File: src/rtl/hazard_stall_controller.sv
`default_nettype none
// ============================================================================
// Module   : hazard_stall_controller
// Purpose  : Load-use / branch / HI-LO interlock control for the 5-stage MIPS
//            pipeline; owns the mult/div busy FSM. Optional stall counter is
//            built when HAZARD_PERF_CNT_EN is defined.
// Revision : 1.0  initial release
// ============================================================================
module hazard_stall_controller #(
    parameter int MULT_CYCLES = 4,
    parameter int DIV_CYCLES  = 32,
    parameter int CNT_W       = 6
) (
    input  logic        clk,
    input  logic        reset,
    input  logic [31:0] IR_IF_ID_out,
    input  logic [31:0] IR_ID_EX_out,
    input  logic        MemRead_ID_EX_out,
    input  logic        BranchTaken_EX,
    input  logic        Jump_ID,
    output logic        PC_Write,
    output logic        IF_ID_Write,
    output logic        IF_ID_Flush,
    output logic        ID_EX_Flush,
    output logic        md_start,
    output logic        md_busy,
    output logic        md_done,
    output logic [31:0] stall_cycles
);

    typedef enum logic [0:0] {
        S_IDLE = 1'b0,
        S_BUSY = 1'b1
    } state_t;

    localparam logic [CNT_W-1:0] c_mult_last = CNT_W'(MULT_CYCLES - 1);
    localparam logic [CNT_W-1:0] c_div_last  = CNT_W'(DIV_CYCLES - 1);

    state_t            state_q, state_d;
    logic [CNT_W-1:0]  cnt_q, cnt_d;

    logic [5:0] w_id_op, w_id_funct, w_ex_op, w_ex_funct;
    logic [4:0] w_id_rs, w_id_rt, w_ex_rt;
    logic       w_ex_muldiv, w_id_hilo_use, w_id_uses_rt;
    logic       w_load_use, w_md_stall, w_stall;

    assign w_id_op    = IR_IF_ID_out[31:26];
    assign w_id_rs    = IR_IF_ID_out[25:21];
    assign w_id_rt    = IR_IF_ID_out[20:16];
    assign w_id_funct = IR_IF_ID_out[5:0];
    assign w_ex_op    = IR_ID_EX_out[31:26];
    assign w_ex_rt    = IR_ID_EX_out[20:16];
    assign w_ex_funct = IR_ID_EX_out[5:0];

    logic w_unused;
    assign w_unused = &{1'b0, IR_IF_ID_out[15:6], IR_ID_EX_out[25:21], IR_ID_EX_out[15:6]};

    assign w_ex_muldiv   = (w_ex_op == 6'h00) && (w_ex_funct[5:2] == 4'b0110);
    assign w_id_hilo_use = (w_id_op == 6'h00) &&
                           ((w_id_funct == 6'h10) || (w_id_funct == 6'h12) ||
                            (w_id_funct[5:2] == 4'b0110));
    assign w_id_uses_rt  = (w_id_op == 6'h00) || (w_id_op == 6'h04) ||
                           (w_id_op == 6'h05) || (w_id_op == 6'h2B);

    assign w_load_use = !reset && MemRead_ID_EX_out && (w_ex_rt != 5'd0) &&
                        ((w_ex_rt == w_id_rs) || (w_id_uses_rt && (w_ex_rt == w_id_rt)));

    // HI/LO is only unsafe while the unit still has cycles left; on the final
    // (md_done) cycle the result is written and the reader may proceed.
    assign md_start   = (state_q == S_IDLE) && w_ex_muldiv && !reset;
    assign w_md_stall = !reset && w_id_hilo_use &&
                        (md_start || ((state_q == S_BUSY) && (cnt_q != '0)));
    assign w_stall    = (w_load_use || w_md_stall) && !BranchTaken_EX;

    assign PC_Write    = !w_stall;
    assign IF_ID_Write = !w_stall;
    assign ID_EX_Flush = !reset && (w_stall || BranchTaken_EX);
    assign IF_ID_Flush = !reset && (BranchTaken_EX || (Jump_ID && !w_stall));

    assign md_busy = !reset && (state_q == S_BUSY);
    assign md_done = !reset && (state_q == S_BUSY) && (cnt_q == '0);

    always_ff @(posedge clk) begin
        if (reset) begin
            state_q <= S_IDLE;
            cnt_q   <= '0;
        end else begin
            state_q <= state_d;
            cnt_q   <= cnt_d;
        end
    end

    always_comb begin
        state_d = state_q;
        cnt_d   = cnt_q;
        case (state_q)
            S_IDLE: begin
                if (md_start) begin
                    state_d = S_BUSY;
                    cnt_d   = w_ex_funct[1] ? c_div_last : c_mult_last;
                end
            end
            S_BUSY: begin
                if (cnt_q != '0) begin
                    cnt_d = cnt_q - 1'b1;
                end else begin
                    state_d = S_IDLE;
                end
            end
            default: begin
                state_d = S_IDLE;
                cnt_d   = '0;
            end
        endcase
    end

`ifdef HAZARD_PERF_CNT_EN
    logic [31:0] perf_q;

    always_ff @(posedge clk) begin
        if (reset) begin
            perf_q <= '0;
        end else if (w_stall) begin
            perf_q <= perf_q + 32'd1;
        end
    end

    assign stall_cycles = perf_q;
`else
    assign stall_cycles = '0;
`endif

endmodule
`default_nettype wire

File: config.mk
export PLATFORM = sky130hd
export DESIGN_NAME = hazard_stall_controller
export DESIGN_NICKNAME = d
export VERILOG_FILES = /design/src/rtl/hazard_stall_controller.sv
export SDC_FILE = /design/constraint.sdc
export NUM_CORES = 1
export LEC_CHECK = 0
export ABC_AREA = 1
export ABC_CLOCK_PERIOD_IN_PS = 2900
export CORE_UTILIZATION = 32
export CTS_BUF_LIST = sky130_fd_sc_hd__clkbuf_8
export CTS_CLUSTER_DIAMETER = 120
export DETAILED_ROUTE_END_ITERATION = 10
export HOLD_SLACK_MARGIN = 0.12
export PLACE_DENSITY = 0.88
export SKIP_CTS_REPAIR_TIMING = 1
export SLEW_MARGIN = 15
export SYNTH_ARGS = -nofsm -noshare
export SYNTH_HDL_FRONTEND = slang
export SYNTH_SLANG_ARGS = --single-unit
File: constraint.sdc
create_clock -name clk -period 2.9 [get_ports clk]
set_input_delay 0.435 -clock clk [delete_from_list [all_inputs] [get_ports clk]]
set_output_delay 0.435 -clock clk [all_outputs]
set_load 0.005 [all_outputs]
After elaboration in Yosys (flattened, before gate mapping)
Index checks and enable logic that the tools add are counted.
{"block": "word_totals", "regBits": 7, "in_bits": 69, "output_inout_bits": 39, "wordCells": 58}
{"block": "classes", "addsub": 1, "n_eq_ne": 11, "n_mux": 7, "bitwise": 1, "reduce_logical": 36}
{"op": "$logic_not 6->1", "n": 3}
{"op": "$logic_and 1x1->1", "n": 17}
{"op": "$eq 6x3->1 const B", "n": 2}
{"op": "$eq 6x5->1 const B", "n": 2}
{"op": "$mux 6", "n": 2}
{"op": "$pmux 6 s2", "n": 1}
{"op": "$eq 5x5->1", "n": 2}
{"op": "$logic_or 1x1->1", "n": 10}
{"op": "$eq 4x3->1 const B", "n": 2}
{"op": "$eq 6x6->1 const B", "n": 1}
{"op": "$reduce_bool 6->1", "n": 1}
{"op": "$sub 6x1->6 const B", "n": 1}
{"op": "$mux 5", "n": 1}
{"op": "$reduce_bool 5->1", "n": 1}
{"op": "$logic_not 1->1", "n": 3}
{"op": "$mux 1", "n": 2}
{"op": "$ne 2x1->1 const B", "n": 1}
{"op": "$ne 2x2->1 const B", "n": 1}
{"op": "$pmux 1 s2", "n": 1}
{"op": "$reduce_and 2->1", "n": 1}
{"op": "$not 1->1", "n": 1}

Longest topological paths before layout
{"block": "depth", "depth_word": 13, "ltp_mapped": 10, "mapped_depth_nobuf": 10}

Least setup slack after synthesis
OpenSTA, ideal clock, no wires.
{"block": "synth_timing", "path_kind": "input port to output port", "startpoint": "in IR_ID_EX_out[5]", "endpoint": "out PC_Write", "arrival_ns": 1.287, "t_required_ns": 2.465, "setup_slack_ns": 1.178, "stages": 8, "path_buffers": 1, "cell_sequence": "nand3b_1 -> nor2_2 -> nand3_2 -> nand2_4 -> nand2_1 -> nand2_1 -> nand2_1 -> buf_4"}
{"block": "synth_between", "elab_chain_len": 9}
{"element": "from (decl)", "line": "17", "source": "input logic [31:0] IR_ID_EX_out,"}
{"element": "$eq 4x3->1", "line": "58", "source": "assign w_ex_muldiv = (w_ex_op == 6'h00) && (w_ex_funct[5:2] == 4'b0110);"}
{"element": "$logic_and 1x1->1", "line": "58"}
{"element": "$logic_and 1x1->1 (2 in a row)", "line": "70", "source": "assign md_start = (state_q == S_IDLE) && w_ex_muldiv && !reset;"}
{"element": "$logic_or 1x1->1", "line": "72", "source": "(md_start || ((state_q == S_BUSY) && (cnt_q != '0)));"}
{"element": "$logic_and 1x1->1", "line": "71", "source": "assign w_md_stall = !reset && w_id_hilo_use &&"}
{"element": "$logic_or 1x1->1", "line": "73", "source": "assign w_stall = (w_load_use || w_md_stall) && !BranchTaken_EX;"}
{"element": "$logic_and 1x1->1", "line": "73"}
{"element": "$logic_not 1->1"}
{"element": "to (decl)", "line": "21", "source": "output logic PC_Write,"}
No other way between the ends.

Final worst setup path
{"block": "layout_timing", "startpoint": "in IR_ID_EX_out[16]", "endpoint": "out ID_EX_Flush"}
{"block": "layout_between", "elab_chain_len": 8, "elab_cells_between_ends": 11, "classes_between": "eq/ne: 2; reduce/logical: 9"}
{"element": "$eq 5x5->1", "line": "66", "source": "((w_ex_rt == w_id_rs) || (w_id_uses_rt && (w_ex_rt == w_id_rt)));"}
{"element": "$logic_and 1x1->1", "line": "66"}
{"element": "$logic_or 1x1->1", "line": "66"}
{"element": "$logic_and 1x1->1 (*)", "line": "65", "source": "assign w_load_use = !reset && MemRead_ID_EX_out && (w_ex_rt != 5'd0) &&"}
{"element": "$logic_or 1x1->1 (*)", "line": "73"}
{"element": "$logic_and 1x1->1 (*)", "line": "73"}
{"element": "$logic_or 1x1->1 (*)", "line": "77", "source": "assign ID_EX_Flush = !reset && (w_stall || BranchTaken_EX);"}
{"element": "$logic_and 1x1->1 (*)", "line": "77"}
{"element": "to (decl)", "line": "24", "source": "output logic ID_EX_Flush,"}
Every way passes the cells marked *; elsewhere a longest branch is shown, timed or not.

==> impl_metrics.py <==
metrics = {
    "hold_path": {
        "worst_hold_path.endpoint": "cnt_q[5]",
        "min_path_type": "reg -> reg",
        "min_path_cells": 2,
        "min_from": "cnt_q[5]",
    },
    "floorplan": {
        "coreArea_um2": 3080,
        "row_count": 20,
        "die_area_um2": 3510,
        "ios": 108,
        "die_h_um": 59.3,
        "initial_core_util": 0.341,
        "die_w_um": 59.3,
    },
    "place": {
        "hpwl_um": 2000,
        "pre_cts_slack_ns": 0.219,
        "place_congestion": 0.864,
        "dpl_cell_area_um2": 1470,
        "numPortBuffers": 48,
    },
    "clock_network": {
        "cts_tree": "done",
        "cts-root-buf": "clkbuf_8",
        "cts_buffers": 3,
        "clk_pin_slew_ns": 0.04,
        "clk_latency_ns": 0.22,
        "clkSinkCount": 7,
        "clockBufferDepth": 2,
        "htree_levels": 1,
    },
    "global_routing": {
        "grt_pass1_vias": 985,
        "grt_max_degree": 10,
        "antenna_found_initial": 0,
        "gr-usage-all-layers": 0.131,
        "grt_remaining_overflow": 0,
        "grt_pass1_wl_um": 3620,
    },
    "critical_path": {
        "r2r_start": "cnt_q[0]",
        "r2r_slack_ns": 1.50,
        "arrival_ns": 2.23,
        "endpoint_kind": "output pin",
        "r2r_end": "cnt_q[4]",
        "cp.required_ns": 2.47,
        "critical_path.max_fanout": 3,
        "worstSetupStartpoint": "IR_ID_EX_out[16]",
        "start_kind": "input pin",
        "worstRegToRegCells": 8,
        "path_class": "in -> out",
    },
    "detailed_routing": {
        "via_count": 1120,
        "dr.pass1.iters": 4,
        "drc": 0,
        "avgRoutedWirePerCell_um": 8.07,
        "dr.first_iter.drc_count": 15,
        "wl_um": 2230,
        "via_per_inst": 4.06,
        "ant_nets": 0,
    },
    "yosys": {
        "synth_area_leaders": "buf_4, nand2_1, dfxtp_1, inv_1, nor2_1",
        "syn_inst": 180,
        "synth_area_per_cell_um2": 5.83,
        "syn_area_um2": 1050,
        "seq_area_frac_synth": 0.133,
        "yosysWarnings": 0,
        "yosysTopAreaCellShare": 0.236,
        "synthFlopType": "dfxtp_1",
        "ys_seq_elements": 7,
        "ys_async_sr_fraction": 0,
        "synth_edf_count": 0,
        "synth_cell_type_count": 26,
        "yosysTopAreaCell": "buf_4",
    },
    "run_status": {
        "outcome": "completed",
    },
    "layout": {
        "n_antenna_cell": 0,
        "design_area_um2": 1510,
        "drive_gt1_frac": 0.0690,
        "layout.cells.most_common": "clkdlybuf4s50_1",
        "syn_to_final_growth_pct": 44.2,
        "nNetsFinal": 304,
        "final_cell_mix": "clkdlybuf4s50_1, nand2_1, conb_1, inv_1, nor2_1",
    },
    "sta": {
        "setup_viol": 0,
        "setup_tns_ns": 0,
        "setup_slack_ns": 0.236,
        "max_freq_mhz": 375,
        "final_max_slew_viol_count": 0,
        "finalClockSkew_ns": 0.00228,
        "finalHoldViolations": 0,
        "fin_crit_sh": 0.918,
        "period_minus_slack_ns": 2.66,
        "rsz0062_at_grt": "no",
    },
    "power_and_ir_drop": {
        "power.density_nw_per_um2": 229,
        "peakVddDrop_uv": 248,
        "leakage_uw": 0.000781,
    },
    "run": {
        "timing.max_cap.violations": 0,
    },
}
worst max-delay path by stage:
stage / to / cells past startpoint
2_1_floorplan: PC_Write / 8
3_3_place_gp: ID_EX_Flush / 12
3_5_place_dp: ID_EX_Flush / 12
4_1_cts: ID_EX_Flush / 12
5_1_grt: ID_EX_Flush / 12
6_report: ID_EX_Flush / 12
cell usage after synthesis, types with 2 or more instances:
master   number
nor2_1       21
nor4_1        2
xor2_1        3
nand2_1      44
nand3_1       8
buf_4        33
inv_2         3
nand3_2       2
o21ai_0       7
a21oi_1       6
inv_1        26
nor2_2        2
dfxtp_1       7
ha_1          2
xnor2_1       2
nor3_1        2
report_power, final:
part	total [uW]	switching, uW	internal [uW]
Sequential	96.8	0.0620	96.8
Combinational	117	48.4	68.8
Clock	133	41.5	91.4
critical path, stage by stage:
cell,delay [ns]
clkdlybuf4s50_1,0.50
inv_1,0.08
nand2_1,0.06
nand2_1,0.04
nor2_1,0.10
nand2_1,0.05
o21ai_0,0.20
nand2_1,0.10
nand3_1,0.08
nand2_1,0.05
inv_1,0.04
clkdlybuf4s50_1,0.48
layer usage:
metal / vias up / track usage / routed length, um
met3: 4 / 0.0262 / 222
met2: 48 / 0.258 / 1120
met1: 477 / 0.137 / 865
met5: - / 0 / 0
met4: 0 / 0.0408 / 18
li1: 591 / - / -
cell type report:
type                            instances  area (um^2)
Inverter                               29          109
Sequential cell                         7          140
Timing Repair Buffer                   50          495
Multi-Input combinational cell        142          669
Clock inverter                          1         3.75
Fill cell                             336         1560
Tap cell                               44         55.1
Clock buffer                            3         41.3
cell families after synthesis:
family	count (synthesis)	synth area share
flops	7	0.133
other cells	1	0.00357
simple gates	87	0.375
compound gates	16	0.0822
fa+ha+maj	2	0.0238
buf+inv	62	0.340
xor+xnor	5	0.0417
through the flow:
step | hold slack [ns] | power [uW] | util | instances
after floorplan | 0.480 | 173 | - | 211
after global placement | 0.498 | 214 | 0.477 | 272
after detailed placement | 0.527 | 216 | 0.477 | 272
after CTS | 0.537 | 351 | 0.492 | 276
after global routing | 0.578 | 371 | 0.492 | 276
final | 0.528 | 347 | 0.492 | 276
state kept, by name, summed over array words and instances (netlist names):
| name | count |
|---|---|
| state_q | 1 |
| cnt_q | 6 |
Power figures use the tool's default switching activity.
==> variant: new RTL, same flow settings <==
Set the parameter `CNT_W` to 12 (it was 6).
--- a/src/rtl/hazard_stall_controller.sv
+++ b/src/rtl/hazard_stall_controller.sv
@@ -9,7 +9,7 @@
 module hazard_stall_controller #(
     parameter int MULT_CYCLES = 4,
     parameter int DIV_CYCLES  = 32,
-    parameter int CNT_W       = 6
+    parameter int CNT_W       = 12
 ) (
     input  logic        clk,
     input  logic        reset,
Behaviour: same outputs for any inputs over 10 cycles, from zero or initial values and one cycle with reset high; that may be too few to reach the edited logic, so the function may still have changed.
==> variant against the original RTL <==
Worst setup slack gained 0.024 ns; sequential cell count grew 6; synthesized cell count grew 39%; maximum frequency grew 0.93%; total power grew 31%; wire length grew 46%; synthesized area grew 39%; highest routed layer unchanged; critical path type is now reg2out; clock power grew 23%; design area grew 27%; global-route usage grew 0.34 points; sequential power grew 85%; cell count grew 28%.
==> variant: results (changes against the original RTL) <==
** Outcome
- Run status :: finished, final reports clean (unchanged)

** Power
- Part of the total power dissipated in sequential elements :: 0.392 (was 0.279)
- The clock network power share came to 0.359 (was 0.383).
- The worst-case vdd ir drop came to 92.7 µV (was 248 µV).

** Layout
- Registers with the most flip-flops: cnt_q: 12 flops, state_q: 1 flops (was cnt_q: 6 flops, state_q: 1 flops).
- The net count reported at finish came to 373 (was 304).
- Fraction of layout cells with a size suffix above 1 :: 0.0498 (was 0.0690)

** Global route
- The global routing usage summed across all routing layers was 0.135 (was 0.131).
- Via count of the first global-routing pass :: 1337 (was 985)
- The first-pass GRT wire length is 5490 µm (was 3620 µm).
- Global-route met1 utilization :: 0.171 (was 0.137)
- The fraction of met3 tracks used by global routing was 0.0247 (was 0.0262).
- Global routing usage on met2 :: 0.229 (was 0.258)

** Hold path
- The hold-critical path endpoint was cnt_q[7]$_SDFFE_PP0P_ (was cnt_q[5]$_SDFFE_PP0P_).

** Synth
- Gate Count Post-Synth :: 251 (was 180)
- The part of the Yosys area used for sequential elements is 0.178 (was 0.133).
- The adder and majority cell fraction of the synthesized area is 0.0171 (was 0.0238).

** Setup path
- Depth of the most critical reg-to-reg path :: 11 (was 8)
- Worst setup endpoint :: IF_ID_Flush (was ID_EX_Flush)

** Detailed routing
- Final routed wirelength across all metal layers :: 3250 µm (was 2230 µm)
- The total length of routed met2 wires is 1530 µm (was 1120 µm).
- The detailed-route wire length on metal 1 was 1460 µm (was 865 µm).

** Die
- Number of placement rows :: 24 (was 20)

** Timing
- Worst setup skew after layout :: 0.00581 ns (was 0.00228 ns)

** Place
- GP Congestion :: 0.883 (was 0.864)
==> variant: cell families (layout without fill, tap and decap cells) <==
| kind of cell | after synthesis | in the layout |
|---|---|---|
| simple gates | 136 | 136 |
| buf+inv | 71 | 90 |
| compound gates | 25 | 25 |
| flops | 13 | 13 |
| xor+xnor | 3 | 3 |
| fa+ha+maj | 2 | 2 |
| other cells | 1 | 32 |
==> variant: cell type report <==
class | count | area (µm²)
repair buffers | 51 | 503
multi-input cells | 198 | 920
clock buffers | 3 | 41.3
inverters | 35 | 131
fillers | 456 | 2460
flip-flops and latches | 13 | 260
well taps | 52 | 65.1
clock inverters | 1 | 5.00
==> variant: worst reg2reg max path, stage by stage (launching register included) <==
cell and delay [ns]:
dfxtp_1 0.32, inv_1 0.19, ha_1 0.18, inv_1 0.05, nor3_1 0.18, nand3_2 0.11, nand2_2 0.09, nand2_4 0.05
buf_4 0.19, inv_2 0.17, nand2_1 0.07, a21oi_1 0.15
